File: src/rtl/rvee_lsu_mo.sv
// rvee_lsu_mo: in-order load/store unit with an AXI4-Lite master port.
// Memory requests are tracked in a small FIFO so responses can be matched
// back to their destination register; misaligned accesses trap instead of
// reaching the bus, and non-memory ops simply forward their ALU result.
module rvee_lsu_mo #(
  parameter int XLEN   = 32,
  parameter int AWIDTH = 32,
  parameter int DEPTH  = 4
) (
  input  logic                clk,
  input  logic                rst_n,
  input  logic                req_valid,
  output logic                req_ready,
  input  logic                req_load,
  input  logic                req_store,
  input  logic [1:0]          req_size,
  input  logic                req_sext,
  input  logic [AWIDTH-1:0]   req_addr,
  input  logic [XLEN-1:0]     req_wdata,
  input  logic [4:0]          req_rd,
  input  logic                req_rd_we,
  input  logic [XLEN-1:0]     req_result,
  input  logic [XLEN-1:0]     req_pc,
  output logic [AWIDTH-1:0]   axi_araddr,
  output logic [2:0]          axi_arprot,
  output logic                axi_arvalid,
  input  logic                axi_arready,
  input  logic [XLEN-1:0]     axi_rdata,
  input  logic [1:0]          axi_rresp,
  input  logic                axi_rvalid,
  output logic                axi_rready,
  output logic [AWIDTH-1:0]   axi_awaddr,
  output logic [2:0]          axi_awprot,
  output logic                axi_awvalid,
  input  logic                axi_awready,
  output logic [XLEN-1:0]     axi_wdata,
  output logic [XLEN/8-1:0]   axi_wstrb,
  output logic                axi_wvalid,
  input  logic                axi_wready,
  input  logic [1:0]          axi_bresp,
  input  logic                axi_bvalid,
  output logic                axi_bready,
  output logic                wb_we,
  output logic [4:0]          wb_rd,
  output logic [XLEN-1:0]     wb_data,
  output logic                exc_valid,
  output logic [3:0]          exc_cause,
  output logic [XLEN-1:0]     exc_pc,
  output logic [AWIDTH-1:0]   exc_addr,
  output logic                busy
);

  localparam int NBYTES = XLEN / 8;
  localparam int OFFW   = $clog2(NBYTES);
  localparam int PTRW   = (DEPTH > 1) ? $clog2(DEPTH) : 1;
  localparam int CNTW   = $clog2(DEPTH + 1);

  typedef struct packed {
    logic            load;
    logic [4:0]      rd;
    logic [1:0]      size;
    logic            sext;
    logic [OFFW-1:0] off;
  } entry_t;

  entry_t            fifo_q [DEPTH];
  entry_t            head;
  entry_t            push_entry;
  logic [PTRW-1:0]   wr_ptr;
  logic [PTRW-1:0]   rd_ptr;
  logic [CNTW-1:0]   count;
  logic              inflight_load;
  logic              resp_ready;

  logic              is_mem;
  logic              misaligned;
  logic              kind_ok;
  logic              chan_free;
  logic              mem_ok;
  logic              nonmem_ok;
  logic              push;
  logic              pop;
  logic [OFFW-1:0]   req_off;
  logic [7:0]        mask8;
  logic [NBYTES-1:0] strb_c;
  logic [XLEN-1:0]   wdata_c;
  logic [XLEN-1:0]   shifted;
  logic [XLEN-1:0]   load_data;
  logic              unused;

  assign axi_arprot = 3'b000;
  assign axi_awprot = 3'b000;
  assign axi_rready = resp_ready;
  assign axi_bready = resp_ready;
  assign busy       = (count != '0);
  assign unused     = ^{axi_rresp, axi_bresp, mask8};

  // Request acceptance: alignment, FIFO room, no load/store mixing, free address channels
  always_comb begin
    req_off    = req_addr[OFFW-1:0];
    is_mem     = req_load | req_store;
    misaligned = is_mem && ((int'(req_off) + (1 << req_size)) > NBYTES);
    kind_ok    = (count == '0) || (req_load == inflight_load);
    chan_free  = !(axi_arvalid && !axi_arready) &&
                 !(axi_awvalid && !axi_awready) &&
                 !(axi_wvalid && !axi_wready);
    mem_ok     = is_mem && !misaligned && (count < CNTW'(DEPTH)) && kind_ok && chan_free;
    nonmem_ok  = !is_mem && (count == '0);
    req_ready  = rst_n && req_valid && (misaligned || mem_ok || nonmem_ok);
    push       = rst_n && req_valid && mem_ok;
    push_entry = '{load: req_load, rd: req_rd, size: req_size, sext: req_sext, off: req_off};
    head       = fifo_q[rd_ptr];
    pop        = (count != '0) &&
                 ((axi_rvalid && resp_ready && head.load) ||
                  (axi_bvalid && resp_ready && !head.load));
  end

  // Store lane placement: size mask and data both move up by the byte offset
  always_comb begin
    case (req_size)
      2'd0:    mask8 = 8'h01;
      2'd1:    mask8 = 8'h03;
      2'd2:    mask8 = 8'h0F;
      default: mask8 = 8'hFF;
    endcase
    strb_c  = mask8[NBYTES-1:0] << req_off;
    wdata_c = req_wdata << {req_off, 3'b000};
  end

  // Load result alignment and zero/sign extension for the entry at the FIFO head
  always_comb begin
    shifted = axi_rdata >> {head.off, 3'b000};
    case (head.size)
      2'd0:    load_data = head.sext ? XLEN'($signed(shifted[7:0]))  : XLEN'(shifted[7:0]);
      2'd1:    load_data = head.sext ? XLEN'($signed(shifted[15:0])) : XLEN'(shifted[15:0]);
      2'd2:    load_data = head.sext ? XLEN'($signed(shifted[31:0])) : XLEN'(shifted[31:0]);
      default: load_data = shifted;
    endcase
  end

  // Response ready is low only while reset is applied
  always_ff @(posedge clk or negedge rst_n) begin
    if (!rst_n) resp_ready <= 1'b0;
    else        resp_ready <= 1'b1;
  end

  // FIFO pointers, occupancy and the kind of whatever is in flight
  always_ff @(posedge clk or negedge rst_n) begin
    if (!rst_n) begin
      wr_ptr        <= '0;
      rd_ptr        <= '0;
      count         <= '0;
      inflight_load <= 1'b0;
    end else begin
      if (push) begin
        wr_ptr        <= (wr_ptr == PTRW'(DEPTH - 1)) ? '0 : wr_ptr + PTRW'(1);
        inflight_load <= req_load;
      end
      if (pop) rd_ptr <= (rd_ptr == PTRW'(DEPTH - 1)) ? '0 : rd_ptr + PTRW'(1);
      case ({push, pop})
        2'b10:   count <= count + CNTW'(1);
        2'b01:   count <= count - CNTW'(1);
        default: count <= count;
      endcase
    end
  end

  // FIFO storage carries no reset; pointers alone decide validity
  always_ff @(posedge clk) begin
    if (push) fifo_q[wr_ptr] <= push_entry;
  end

  // AXI address/data channels: raise on accept, drop on each channel's own handshake
  always_ff @(posedge clk or negedge rst_n) begin
    if (!rst_n) begin
      axi_arvalid <= 1'b0;
      axi_awvalid <= 1'b0;
      axi_wvalid  <= 1'b0;
      axi_araddr  <= '0;
      axi_awaddr  <= '0;
      axi_wdata   <= '0;
      axi_wstrb   <= '0;
    end else begin
      if (axi_arvalid && axi_arready) axi_arvalid <= 1'b0;
      if (axi_awvalid && axi_awready) axi_awvalid <= 1'b0;
      if (axi_wvalid && axi_wready)   axi_wvalid  <= 1'b0;
      if (push) begin
        if (req_load) begin
          axi_arvalid <= 1'b1;
          axi_araddr  <= req_addr;
        end else begin
          axi_awvalid <= 1'b1;
          axi_awaddr  <= req_addr;
          axi_wvalid  <= 1'b1;
          axi_wdata   <= wdata_c;
          axi_wstrb   <= strb_c;
        end
      end
    end
  end

  // Writeback from load responses or forwarded ALU results, plus the misalign trap pulse
  always_ff @(posedge clk or negedge rst_n) begin
    if (!rst_n) begin
      wb_we     <= 1'b0;
      wb_rd     <= '0;
      wb_data   <= '0;
      exc_valid <= 1'b0;
      exc_cause <= '0;
      exc_pc    <= '0;
      exc_addr  <= '0;
    end else begin
      if (pop && head.load) begin
        wb_we   <= 1'b1;
        wb_rd   <= head.rd;
        wb_data <= load_data;
      end else if (req_valid && nonmem_ok) begin
        wb_we   <= req_rd_we;
        wb_rd   <= req_rd;
        wb_data <= req_result;
      end else begin
        wb_we   <= 1'b0;
      end
      exc_valid <= req_valid && misaligned;
      if (req_valid && misaligned) begin
        exc_cause <= req_load ? 4'd4 : 4'd6;
        exc_pc    <= req_pc;
        exc_addr  <= req_addr;
      end
    end
  end

endmodule

File: config.mk
export PLATFORM = sky130hd
export DESIGN_NAME = rvee_lsu_mo
export DESIGN_NICKNAME = d
export VERILOG_FILES = /design/src/rtl/rvee_lsu_mo.sv
export SDC_FILE = /design/constraint.sdc
export NUM_CORES = 1
export LEC_CHECK = 0
export BUFFER_PORTS_ARGS = -buffer_cell sky130_fd_sc_hd__buf_2
export CORE_ASPECT_RATIO = 1.1
export CORE_MARGIN = 2
export CORE_UTILIZATION = 25
export DETAILED_ROUTE_END_ITERATION = 8
export PLACE_DENSITY = 0.46
export REMOVE_ABC_BUFFERS = 1
export SETUP_SLACK_MARGIN = 0.15
export SKIP_CTS_REPAIR_TIMING = 1
export SLEW_MARGIN = 20
export SYNTH_ARGS = -nofsm -noshare
export SYNTH_HDL_FRONTEND = slang
export SYNTH_SLANG_ARGS = --single-unit
File: constraint.sdc
create_clock -name clk -period 2.9 [get_ports clk]
set_input_delay 0.435 -clock clk [delete_from_list [all_inputs] [get_ports clk]]
set_output_delay 0.435 -clock clk [all_outputs]
set_load 0.02 [all_outputs]
=== After elaboration in Yosys (flattened, before gate mapping) ===
Memory sizes are Yosys's and may differ from the RTL's.
Index checks and enable logic that the tools add are counted.

* Memories kept: 1
* Output and inout bits: 220
* Bits in writable memories: 44
* Logic and storage cells: 112
* Flip-flop bits (word level): 219
* Bits of input ports: 183

* Multiplexer cells: 25
* Magnitude comparators: 2
* Equality and inequality tests: 8
* Add/subtract/negate cells: 5
* Shift operators: 4
* Bitwise logic cells: 2
* Reductions and logical operators: 46

{| class="wikitable"
|+ Memory list
! name !! words !! width !! rd ports !! clocked after memory_dff !! write ports !! line !! RTL
|-
| fifo_q || 4 || 11 || 1 || 0 || 1 || 66 || <nowiki>entry_t fifo_q [DEPTH];</nowiki>
|}

{| class="wikitable"
|+ Operators with widths
! operator !! number
|-
| 2-to-1 mux 32 bit || 4
|-
| one-hot mux 32 bit (2 select lines) || 1
|-
| adder 3 x 32 -> 32 bit || 1
|-
| > comparator 32 x 4 -> 1 bit, second input constant || 1
|-
| << shifter 1 x 2 -> 32 bit, first input constant || 1
|-
| << shifter 32 x 5 -> 32 bit || 1
|-
| right shift 32 x 5 -> 32 bit || 1
|-
| logical AND 1 bit || 25
|-
| 2-to-1 mux 1 bit || 13
|-
| one-hot mux 4 bit (3 select lines) || 1
|-
| 2-to-1 mux 5 bit || 2
|-
| zero test 1 bit || 9
|-
| equality test 2 bit, second input constant || 4
|-
| equality test 2 x 1 -> 1 bit, second input constant || 3
|-
| 2-to-1 mux 2 bit || 3
|-
| one-hot mux 3 bit (2 select lines) || 1
|-
| adder 2 x 1 -> 2 bit, second input constant || 2
|-
| zero test 2 bit || 2
|-
| logical OR 1 bit || 4
|-
| AND reduction 2 bit || 2
|-
| nonzero test 2 bit || 2
|-
| << shifter 4 x 2 -> 4 bit || 1
|-
| adder 3 x 1 -> 3 bit, second input constant || 1
|-
| zero test 3 bit || 1
|-
| other kinds (6) || 6
|}

=== Longest topological paths before layout ===
Gate-level depths: netlist of run 1.

* Depth after elaboration: 12
* Gate-level depth with buffers: 15
* Depth with buffers taken out: 15

=== Least setup slack after synthesis of run 1 ===
No wires, ideal clock.

* Path kind: input port to flip-flop
* From: input req_addr[0]
* To: register count[2]
* Arrival time: 3.042 ns
* Path buffers: 2
* Cell stages on the path: 15
* Setup time: 0.079 ns
* Data required time: 2.821 ns
* Slack: -0.222 ns
* Path through: clkbuf_1 -> clkbuf_1 -> inv_1 -> ha_1 -> nor2b_1 -> o21bai_1 -> o2bb2ai_1 -> nor2_1 -> inv_1 -> ha_1 -> inv_1 -> fa_1 -> xor2_1 -> nor2_1 -> xor2_1

* Cells in the longest elaborated chain, start to end: 11
* Elaborated cells on any way between the ends: 13
* Classes of those cells: 1 x add/sub; 1 x order compare; 2 x eq/ne; 1 x mux; 8 x reduce/logical

{| class="wikitable"
|+ Ends and longest elaborated chain
! item !! line !! RTL
|-
| from (decl) || 18 || <nowiki>input logic [AWIDTH-1:0] req_addr,</nowiki>
|-
| adder 3 x 32 -> 32 bit (*) || 102 || <nowiki>misaligned = is_mem && ((int'(req_off) + (1 << req_size)) > NBYTES);</nowiki>
|-
| > comparator 32 x 4 -> 1 bit (*) || 102 ||
|-
| logical AND 1 bit (*) || 102 ||
|-
| zero test 1 bit (*) || 107 || <nowiki>mem_ok = is_mem && !misaligned && (count < CNTW'(DEPTH)) && kind_ok && chan_free;</nowiki>
|-
| logical AND 1 bit (*) (4 in a row) || 107 ||
|-
| logical AND 1 bit (*) || 110 || <nowiki>push = rst_n && req_valid && mem_ok;</nowiki>
|-
| equality test 2 x 1 -> 1 bit or equality test 2 bit (tied branches) || 160 || <nowiki>case ({push, pop})</nowiki>
|-
| one-hot mux 3 bit (2 select lines) or nonzero test 2 bit (tied branches) || -- ||
|-
| to (signal assigned) || 161 || <nowiki>2'b10: count <= count + CNTW'(1);</nowiki>
|-
| to (signal assigned) || 162 || <nowiki>2'b01: count <= count - CNTW'(1);</nowiki>
|-
| to (signal assigned) || 163 || <nowiki>default: count <= count;</nowiki>
|-
| to (decl) || 71 || <nowiki>logic [CNTW-1:0] count;</nowiki>
|}

Mark *: on every way between the ends. The rest lies on a longest branch, timed or not.
A chain may end at the register's enable or synchronous reset.

=== Worst setup path after layout of run 1 ===
* From: register axi_wvalid
* To: output req_ready

* Cells in the longest elaborated chain, start to end: 7

{| class="wikitable"
|+ Ends and longest elaborated chain
! item !! line !! RTL
|-
| from (decl) || 38 || <nowiki>output logic axi_wvalid,</nowiki>
|-
| from (signal assigned) || 178 || <nowiki>axi_wvalid <= 1'b0;</nowiki>
|-
| from (signal assigned) || 186 || <nowiki>if (axi_wvalid && axi_wready) axi_wvalid <= 1'b0;</nowiki>
|-
| from (signal assigned) || 194 || <nowiki>axi_wvalid <= 1'b1;</nowiki>
|-
| logical AND 1 bit || 106 || <nowiki>!(axi_wvalid && !axi_wready);</nowiki>
|-
| zero test 1 bit || 106 ||
|-
| logical AND 1 bit || 105 || <nowiki>!(axi_awvalid && !axi_awready) &&</nowiki>
|-
| logical AND 1 bit || 107 ||
|-
| logical OR 1 bit (2 in a row) || 109 || <nowiki>req_ready = rst_n && req_valid && (misaligned || mem_ok || nonmem_ok);</nowiki>
|-
| logical AND 1 bit || 109 ||
|-
| to (decl) || 13 || <nowiki>output logic req_ready,</nowiki>
|}

Every way passes these cells.

==> results of run 1 <==
flip-flops by register name, summed over array words and instances, names as in the netlist, 2 cells and up:
register / count
wb_data: 32
exc_cause: 2
axi_awaddr: 32
axi_wstrb: 4
count: 3
axi_araddr: 32
axi_wdata: 32
wb_rd: 5
rd_ptr: 2
exc_addr: 32
wr_ptr: 2
exc_pc: 32
fifo_q: 44
routing by layer:
metal / vias up / GRT usage
met2: 276 / 0.2431
met4: 0 / 0.03413
li1: 3842 / -
met3: 39 / 0.04575
met5: - / 0
met1: 4133 / 0.1713
cells in the final DEF (no fill, tap or decap), types with 5 or more instances in the layout:
cell type,instances
a211oi_1,8
a21oi_1,11
a31oi_1,11
and3_1,5
buf_12,11
buf_2,388
buf_4,39
clkbuf_1,6
clkbuf_16,33
clkbuf_8,8
clkinv_2,5
conb_1,9
dfrtp_1,213
edfxtp_1,44
ha_1,9
inv_1,18
mux2_1,12
mux2_2,146
mux2i_1,83
mux4_2,11
nand2_1,64
nor2_1,32
nor2b_1,11
o211ai_1,16
o21ai_0,13
o221ai_1,8
o2bb2ai_1,9
logic make-up after synthesis:
group	share of synthesized area
flip-flops	0.5900
multiplexers	0.2498
AND/OR/NAND/NOR	0.05796
AO/OA/AOI/OAI	0.05293
buffers and inverters	0.03248
adder cells (fa/ha/maj)	0.01159
XOR/XNOR	0.004593
other	0.0006563
synthesized netlist by cell type, types with 2 or more instances:
cell type    n
dfrtp_1    217
mux2_2     146
mux2i_1     83
nand2_1     64
edfxtp_1    44
nor2_1      33
buf_2       21
clkbuf_1    19
inv_1       18
o211ai_1    16
o21ai_0     14
buf_4       12
mux2_1      12
a21oi_1     11
a31oi_1     11
mux4_2      11
nor2b_1     11
ha_1         9
o2bb2ai_1    9
a211oi_1     8
o221ai_1     8
and3_1       6
nand3_1      5
buf_1        4
xnor2_1      4
a22oi_1      3
nand2b_1     3
buf_6        2
conb_1       2
o21bai_1     2
or2_2        2
xor2_1       2
layout make-up:
class	count	area (um2)	area share
Antenna cell	1	2.502	0.0001616
Inverter	18	67.56	0.004363
Clock inverter	10	107.6	0.006948
Multi-Input combinational cell	501	4378	0.2827
Timing Repair Buffer	440	2480	0.1601
Tap cell	588	735.7	0.04751
Sequential cell	261	6756	0.4363
Clock buffer	47	958.4	0.06189
power by group through the flow:
stage	combinational (mW)	clock, mW	sequential, mW
floorplan	1.97	0	6.93
global placement	5.58	0	5.52
detailed placement	5.60	0	5.56
CTS	5.61	4.18	5.52
global route	5.95	4.33	5.69
finish	5.53	4.02	5.51
worst paths after layout:
check                      slack, ns  depth (start not counted)                        from                         end
setup / recovery                0.14                          8        axi_wvalid$_DFF_PN0_                   req_ready
hold / removal                  0.06                          3                   req_rd_we             wb_we$_DFF_PN0_
setup reg to reg                0.38                          9       rd_ptr[0]$_DFFE_PN0P_        count[2]$_DFFE_PN0P_
hold reg to reg                 0.48                          1  axi_awaddr[26]$_DFFE_PN0P_  axi_awaddr[26]$_DFFE_PN0P_
max in group asynchronous       1.12                          4                       rst_n  axi_awaddr[13]$_DFFE_PN0P_
min in group asynchronous       0.57                          3                       rst_n        wb_rd[0]$_DFFE_PN0P_
worst min-delay path, stage by stage:
cell and delay, ns:
buf_2 0.07, nand2_1 0.04, nand2_1 0.05
==> metrics.txt, run 1 <==
status=complete, no violations; internal power=9.595 mW; WP buf/inv=3; WL per Instance=18.41 um; CP Data Required Time=2.47 ns; first-pass GRT wire length=53.34 mm; CP Class=flop to output port; Tmin final=2.763 ns; CP endpoint kind=output port; top post-synthesis cells by area=dfrtp_1 47%, mux2_2 14%, edfxtp_1 12%; grt ovf=0; flops & latches, synth=261; iteration count of the initial detailed-routing pass=6; top_reg_cell synth=dfrtp_1; DR WL met2=16.84 mm; dpl cell area=14330 um2; Starting Density=0.2523; crit path max-delay cell type=or4_4; worst-margin pin slew=0.9223 ns; vias in the first global route=8792; pin count of the biggest net entering global routing=120; DRC=0; largest area contributor in the netlist=dfrtp_1; Mean Syn Cell Area=13.77 um2; share of post-route cells with drive strength above 1=0.5215; Comb pwr share=0.367; Vias=8290; CORE AREA=45350 um2; worst-path maximum fanout=4; max cap viols=0; clock skew=0.01131 ns; RePlAce Congestion=0.7705; Die X=208.0 um; Lkg Pwr=7.544 nW; clock power share=0.267; Power Total=15.06 mW; Synth Instances=831; Rows=82; Core Util, Final=0.3415; Synth top area share=0.4746; YS warnings=0; Die Y=228.4 um; Sequential Power Share=0.366; M1 WL=14.14 mm; power density over the cells=972.6 nW/um2; Most common cell on crit path=buf_4; initial antenna violation count=0; Post-Layout Cell Count=1866; max-slew violations=0; worst hold path type=primary input to flop; clock slew at reported path FFs=0.06 ns; Final #Nets=1446; Final Hold Violating Endpoints=0; Worst setup SP type=flop; CTS Root Cell=clkbuf_16; RSZ-0062 raised after global routing=yes; Max VDD drop=0.4553 mV; H-tree level count=1; clock latency on the worst-skew pair=0.57 ns; post-synthesis sequential area ratio=0.5900; uppermost layer routed=met4; Cell Chain, Critical Path=nand2b_1 > nand4_1 > or4_4 > nor2_4 > inv_1 > buf_4 > o21ai_1 > buf_4; Cell Area, Synth=11440 um2; post-route cell area=15490 um2; Fill cells=4602; total wire length=34.36 mm; Detail Route Antenna Nets=0; gr usage total=0.1415; post-route setup slack=0.1370 ns; Post-synth EDFFs=44; total CTS buffers=31; area delta synth->final=35.34%; slew margin rel.=0.3838; worst slack at placement=0.04816 ns; Hold Slack=0.05791 ns; metal3 WL=2.776 mm; clk sinks=261; DPL Wire Length=24.60 mm; Setup Viol. Count Final=0; fin crit share=0.9528; I/O Pins=403; port bufs=390; CP delay by family, top=simple AND/OR/NAND/NOR gates; total die area=47500 um2; CTS tree=built; Sw Pwr=5.467 mW; Critical Path AT=2.33 ns; Slowest Stage Delay on Critical Path=0.58 ns; clock tree buffer depth=3; Peak Freq=361.9 MHz; placed insts=1802; sw frac=0.3630; setup TNS=0 ns; routed vias/inst=4.443; initial DRC count=340; Distinct cells, synth=51; async set-reset flop share out of synthesis=0.8314
No activity file was read; power rests on OpenSTA's default activity.
==> run 2: changes to the inputs <==
--- a/config.mk
+++ b/config.mk
@@ -9,7 +9,9 @@
 export CORE_ASPECT_RATIO = 1.1
 export CORE_MARGIN = 2
 export CORE_UTILIZATION = 25
+export CTS_CLUSTER_DIAMETER = 40
 export DETAILED_ROUTE_END_ITERATION = 8
+export GPL_TIMING_DRIVEN = 0
 export PLACE_DENSITY = 0.46
 export REMOVE_ABC_BUFFERS = 1
 export SETUP_SLACK_MARGIN = 0.15
==> run 2 against run 1 <==
Against the previous run:
- non-clock buffer count up 5
- sequential power up 1%
- final cell count up 2.4%
- critical path depth down 1
- global-route usage about the same
- clock skew up 0.0054 ns
- die area unchanged
- first-iteration DRC count up 21%
- design area up 5.9%
- sequential share of layout area down 2.4 points
- critical endpoint unchanged
- largest power group is now clock
- highest routed layer is now met5
==> metrics.txt, run 2 (synthesized netlist as in run 1, its figures left out) <==
Max VDD drop=0.5507 mV (+21%); iteration count of the initial detailed-routing pass=4 (-2); Hold EP=wb_we$_DFF_PN0_; most common cell after layout, fill and taps aside=buf_2; worst min-delay path startpoint=req_rd_we; max FFs per register=44 (unchanged); Core Util, Final=0.3617 (+0.02022); Final #Nets=1472 (+1.8%); CP endpoint kind=output port; worst hold stages=3 (unchanged); clk sinks=261 (unchanged); CORE AREA=45350 um2 (unchanged); pin count of the biggest net entering global routing=90 (-25%); storage element area=6763 um2 (about the same); worst hold path type=primary input to flop; DRC=0 (unchanged); clock skew=0.01672 ns (+0.005410 ns); CTS tree=built; initial antenna violation count=2 (+2); RePlAce Congestion=0.7740 (+0.45%); clock latency on the worst-skew pair=0.57 ns (about the same); most frequent cells in the layout=386 x buf_2, 212 x dfrtp_1, 146 x mux2_2; dpl cell area=14060 um2 (-1.9%); Critical Path AT=2.25 ns (-0.08 ns); vias in the first global route=8783 (-0.10%); grt ovf=0 (unchanged); RSZ-0062 raised after global routing=yes; total CTS buffers=49 (+58%); first-pass GRT wire length=52.72 mm (-1.2%); Fill cells=4537 (-1.4%); CP Class=flop to output port; multi-input combinational cell area=4526 um2 (+3.4%); status=complete, no violations; initial DRC count=410 (+21%); worst-path maximum fanout=4 (unchanged); H-tree level count=2 (+1); Final Hold Violating Endpoints=0 (unchanged); CTS Root Cell=clkbuf_16; Peak Freq=371.9 MHz (+2.8%); fin crit share=0.9271 (-0.02567); gr usage total=0.1416 (about the same); worst-margin pin slew=0.9137 ns (-0.008631 ns); post-route cell area=16400 um2 (+5.9%); Rows=82 (unchanged); Starting Density=0.2523 (unchanged); Lkg Pwr=7.920 nW (+5.0%); max cap viols=0 (unchanged); I/O Pins=403 (unchanged); Die X=208.0 um (unchanged); reg2reg end=wb_data[12]$_DFFE_PN0P_; clock tree buffer depth=3 (unchanged); clock slew at reported path FFs=0.05 ns (about the same); CP Data Required Time=2.47 ns (about the same); Tmin final=2.689 ns (-0.07446 ns); reg2reg setup slack=0.23 ns (-0.15 ns); max-slew violations=0 (unchanged); Worst setup SP type=flop; Die Y=228.4 um (unchanged); Setup Viol. Count Final=0 (unchanged); power density over the cells=1050 nW/um2 (+8.0%); R2R cell count=6 (-3); port bufs=390 (unchanged); share of post-route cells with drive strength above 1=0.5462 (+0.02468); Worst R2R Start=rd_ptr[0]$_DFFE_PN0P_; Vias=8501 (+2.5%); WL per Instance=19.38 um (+5.2%); total wire length=37.01 mm (+7.7%); Detail Route Antenna Nets=0 (unchanged); routed vias/inst=4.451 (+0.18%); Reg with most FFs=fifo_q; slew margin rel.=0.3896 (+0.005766); area delta synth->final=43.36%; DPL Wire Length=23.75 mm (-3.4%); total die area=47500 um2 (unchanged)
## run 2: layer usage
metal | up-vias | global-route usage | share of wire
met5 | - | 0 | 0.00043
met4 | 2 | 0.06161 | 0.030
met3 | 78 | 0.05070 | 0.076
met2 | 319 | 0.2321 | 0.49
met1 | 4185 | 0.1669 | 0.40
li1 | 3917 | - | -
## run 2: worst max path at each step
stage / start / end / slack (ns)
floorplan: req_size[1] / axi_awaddr[0]$_DFFE_PN0P_ / -0.84
global placement: rst_n / axi_awaddr[5]$_DFFE_PN0P_ / -6.39
detailed placement: req_addr[0] / axi_awaddr[29]$_DFFE_PN0P_ / -1.22
CTS: rd_ptr[0]$_DFFE_PN0P_ / wb_data[30]$_DFFE_PN0P_ / -0.66
global route: count[0]$_DFFE_PN0P_ / req_ready / 0.10
finish: count[0]$_DFFE_PN0P_ / req_ready / 0.21
## run 2: critical path: stages (launching register included)
cell and delay, ns:
dfrtp_2 0.44, nor3_4 0.26, nor2_4 0.05, or4_4 0.54, nor2_4 0.14, inv_2 0.05, o21ai_2 0.06, buf_6 0.14
## run 2: per-stage QoR
step | setup TNS, ns | hold WS [ns] | total power, mW | cells | setup WS, ns
floorplan | -106.49 | 0.1394 | 8.902 | 780 | -0.8387
global placement | -1628.66 | 0.4514 | 10.96 | 1758 | -6.390
detailed placement | -182.80 | 0.3885 | 11.05 | 1767 | -1.215
CTS | -53.61 | -0.2400 | 17.11 | 1859 | -0.6595
global route | 0 | 0.06563 | 18.15 | 1908 | 0.1024
finish | 0 | 0.06402 | 17.23 | 1910 | 0.2115
## run 2: area by class of cell
type	count	share of cell area
Antenna cell	2	0.0003051
Multi-Input combinational cell	504	0.2759
Clock buffer	59	0.08078
Clock inverter	33	0.02410
Inverter	18	0.004119
Sequential cell	261	0.4123
Timing Repair Buffer	445	0.1577
Tap cell	588	0.04485
## run 2: power by group
part | total (mW) | switching, mW | internal [mW]
registers | 5.57 | 0.659 | 4.91
logic | 5.76 | 3.38 | 2.37
clock network | 5.90 | 2.07 | 3.83
total | 17.2 | 6.11 | 11.1
==> run 3: changes to the inputs <==
--- a/config.mk
+++ b/config.mk
@@ -6,12 +6,11 @@
 export NUM_CORES = 1
 export LEC_CHECK = 0
 export BUFFER_PORTS_ARGS = -buffer_cell sky130_fd_sc_hd__buf_2
-export CORE_ASPECT_RATIO = 1.1
+export CORE_ASPECT_RATIO = 2
 export CORE_MARGIN = 2
 export CORE_UTILIZATION = 25
 export CTS_CLUSTER_DIAMETER = 40
 export DETAILED_ROUTE_END_ITERATION = 8
-export GPL_TIMING_DRIVEN = 0
 export PLACE_DENSITY = 0.46
 export REMOVE_ABC_BUFFERS = 1
 export SETUP_SLACK_MARGIN = 0.15
==> run 3 against run 2 <==
Against the previous run:
- final cell count is 2.9% lower
- fmax shrank 2.9%
- design area fell by 4.8%
- sequential power shrank 1%
- worst hold slack improved by 0.061 ns
- clock-buffer cell count shrank 21
- critical endpoint unchanged
==> metrics.txt, run 3 (synthesized netlist as in run 1, its figures left out) <==
clock latency on the worst-skew pair=0.52 ns (-0.05 ns); Core Util, Final=0.3459 (-0.01582); CP Data Required Time=2.47 ns (about the same); clk sinks=261 (unchanged); Final Hold Violating Endpoints=0 (unchanged); worst hold path type=primary input to flop; initial antenna violation count=5 (+3); power density over the cells=986.3 nW/um2 (-6.1%); I/O Pins=403 (unchanged); area delta synth->final=36.47%; most common cell after layout, fill and taps aside=buf_2; H-tree level count=2 (unchanged); RePlAce Congestion=0.7960 (+2.8%); worst-path maximum fanout=4 (unchanged); CTS Root Cell=clkbuf_16; slew margin rel.=0.3890 (-0.0005980); total wire length=35.95 mm (-2.9%); Reg with most FFs=fifo_q; port bufs=390 (unchanged); clock skew=0.02143 ns (+0.004709 ns); clock slew at reported path FFs=0.07 ns (+0.02 ns); Final #Nets=1462 (-0.68%); Tmin final=2.768 ns (+0.07917 ns); iteration count of the initial detailed-routing pass=4 (unchanged); CORE AREA=45140 um2 (-0.45%); multi-input combinational cell area=4380 um2 (-3.2%); status=complete, no violations; Vias=8317 (-2.2%); max-slew violations=0 (unchanged); DRC=0 (unchanged); DPL Wire Length=27.34 mm (+15%); CP endpoint kind=output port; Peak Freq=361.3 MHz (-2.9%); Setup Viol. Count Final=0 (unchanged); Die X=155.3 um (-25%); pin count of the biggest net entering global routing=139 (+54%); storage element area=6753 um2 (-0.15%); grt ovf=0 (unchanged); Worst setup SP type=flop; Rows=110 (+34%); Fill cells=4599 (+1.4%); Detail Route Antenna Nets=0 (unchanged); Die Y=306.6 um (+34%); first-pass GRT wire length=54.03 mm (+2.5%); CP Class=flop to output port; vias in the first global route=9106 (+3.7%); clock tree buffer depth=3 (unchanged); Max VDD drop=0.5080 mV (-7.8%); most frequent cells in the layout=388 x buf_2, 216 x dfrtp_1, 146 x mux2_2; max FFs per register=44 (unchanged); dpl cell area=14420 um2 (+2.5%); worst-margin pin slew=0.9146 ns (+0.0008961 ns); initial DRC count=269 (-34%); max cap viols=0 (unchanged); post-route cell area=15620 um2 (-4.8%); CTS tree=built; total CTS buffers=34 (-31%); routed vias/inst=4.486 (+0.79%); reg2reg setup slack=0.28 ns (+0.05 ns); gr usage total=0.1483 (+0.006713); share of post-route cells with drive strength above 1=0.5275 (-0.01871); Starting Density=0.2535 (+0.001147); fin crit share=0.9544 (+0.02730); RSZ-0062 raised after global routing=yes; WL per Instance=19.39 um (about the same); Lkg Pwr=7.631 nW (-3.7%); Critical Path AT=2.33 ns (+0.08 ns); total die area=47600 um2 (+0.21%)
-- run 3: power by group --
part	internal (mW)	switching, mW
combinational	2.31	3.38
sequential	4.89	0.617
clock	2.48	1.72
total	9.68	5.72
-- run 3: area by class of cell --
cell class | instances | share of cell area
timing repair buffer | 453 | 0.1663
antenna | 3 | 0.0004808
tap | 560 | 0.04487
clock buffer | 38 | 0.05609
inverter | 18 | 0.004327
sequential | 261 | 0.4325
multi-input combinational | 501 | 0.2805
clock inverter | 20 | 0.01490
-- run 3: through the flow --
| step | hold WS [ns] | total power, mW | setup slack [ns] | setup TNS (ns) | instances |
|---|---|---|---|---|---|
| after floorplan | 0.1394 | 8.902 | -0.8387 | -106.49 | 780 |
| after global placement | 0.4624 | 11.26 | 0.06826 | 0 | 1788 |
| after detailed placement | 0.4540 | 11.35 | -0.002739 | -0.002739 | 1788 |
| after CTS | -0.03380 | 15.68 | -0.2043 | -0.2043 | 1846 |
| after global routing | 0.1123 | 16.29 | 0.03510 | 0 | 1854 |
| final | 0.1255 | 15.40 | 0.1323 | 0 | 1854 |
-- run 3: layer usage --
metal	wire length (um)	GRT usage
met1	11920	0.1415
met2	20500	0.2997
met3	2062	0.02776
met4	1451	0.06401
met5	22	0
-- run 3: worst max-delay path, cell delays in order (launching register included) --
cell	delay, ns
dfrtp_1	0.42
nand2b_1	0.22
nand4_1	0.17
or4_4	0.49
nor2_4	0.14
inv_2	0.05
buf_6	0.12
o21ai_2	0.06
buf_6	0.14
-- run 3: final timing paths --
| kind | startpoint | cells past startpoint | to |
|---|---|---|---|
| setup / recovery | axi_wvalid$_DFF_PN0_ | 8 | req_ready |
| hold / removal | req_rd_we | 3 | wb_we$_DFF_PN0_ |
| setup reg to reg | rd_ptr[0]$_DFFE_PN0P_ | 9 | count[2]$_DFFE_PN0P_ |
| hold reg to reg | exc_cause[2]$_DFFE_PN0P_ | 1 | exc_cause[2]$_DFFE_PN0P_ |
| max in group asynchronous | rst_n | 4 | exc_pc[1]$_DFFE_PN0P_ |
| min in group asynchronous | rst_n | 3 | wb_data[28]$_DFFE_PN0P_ |
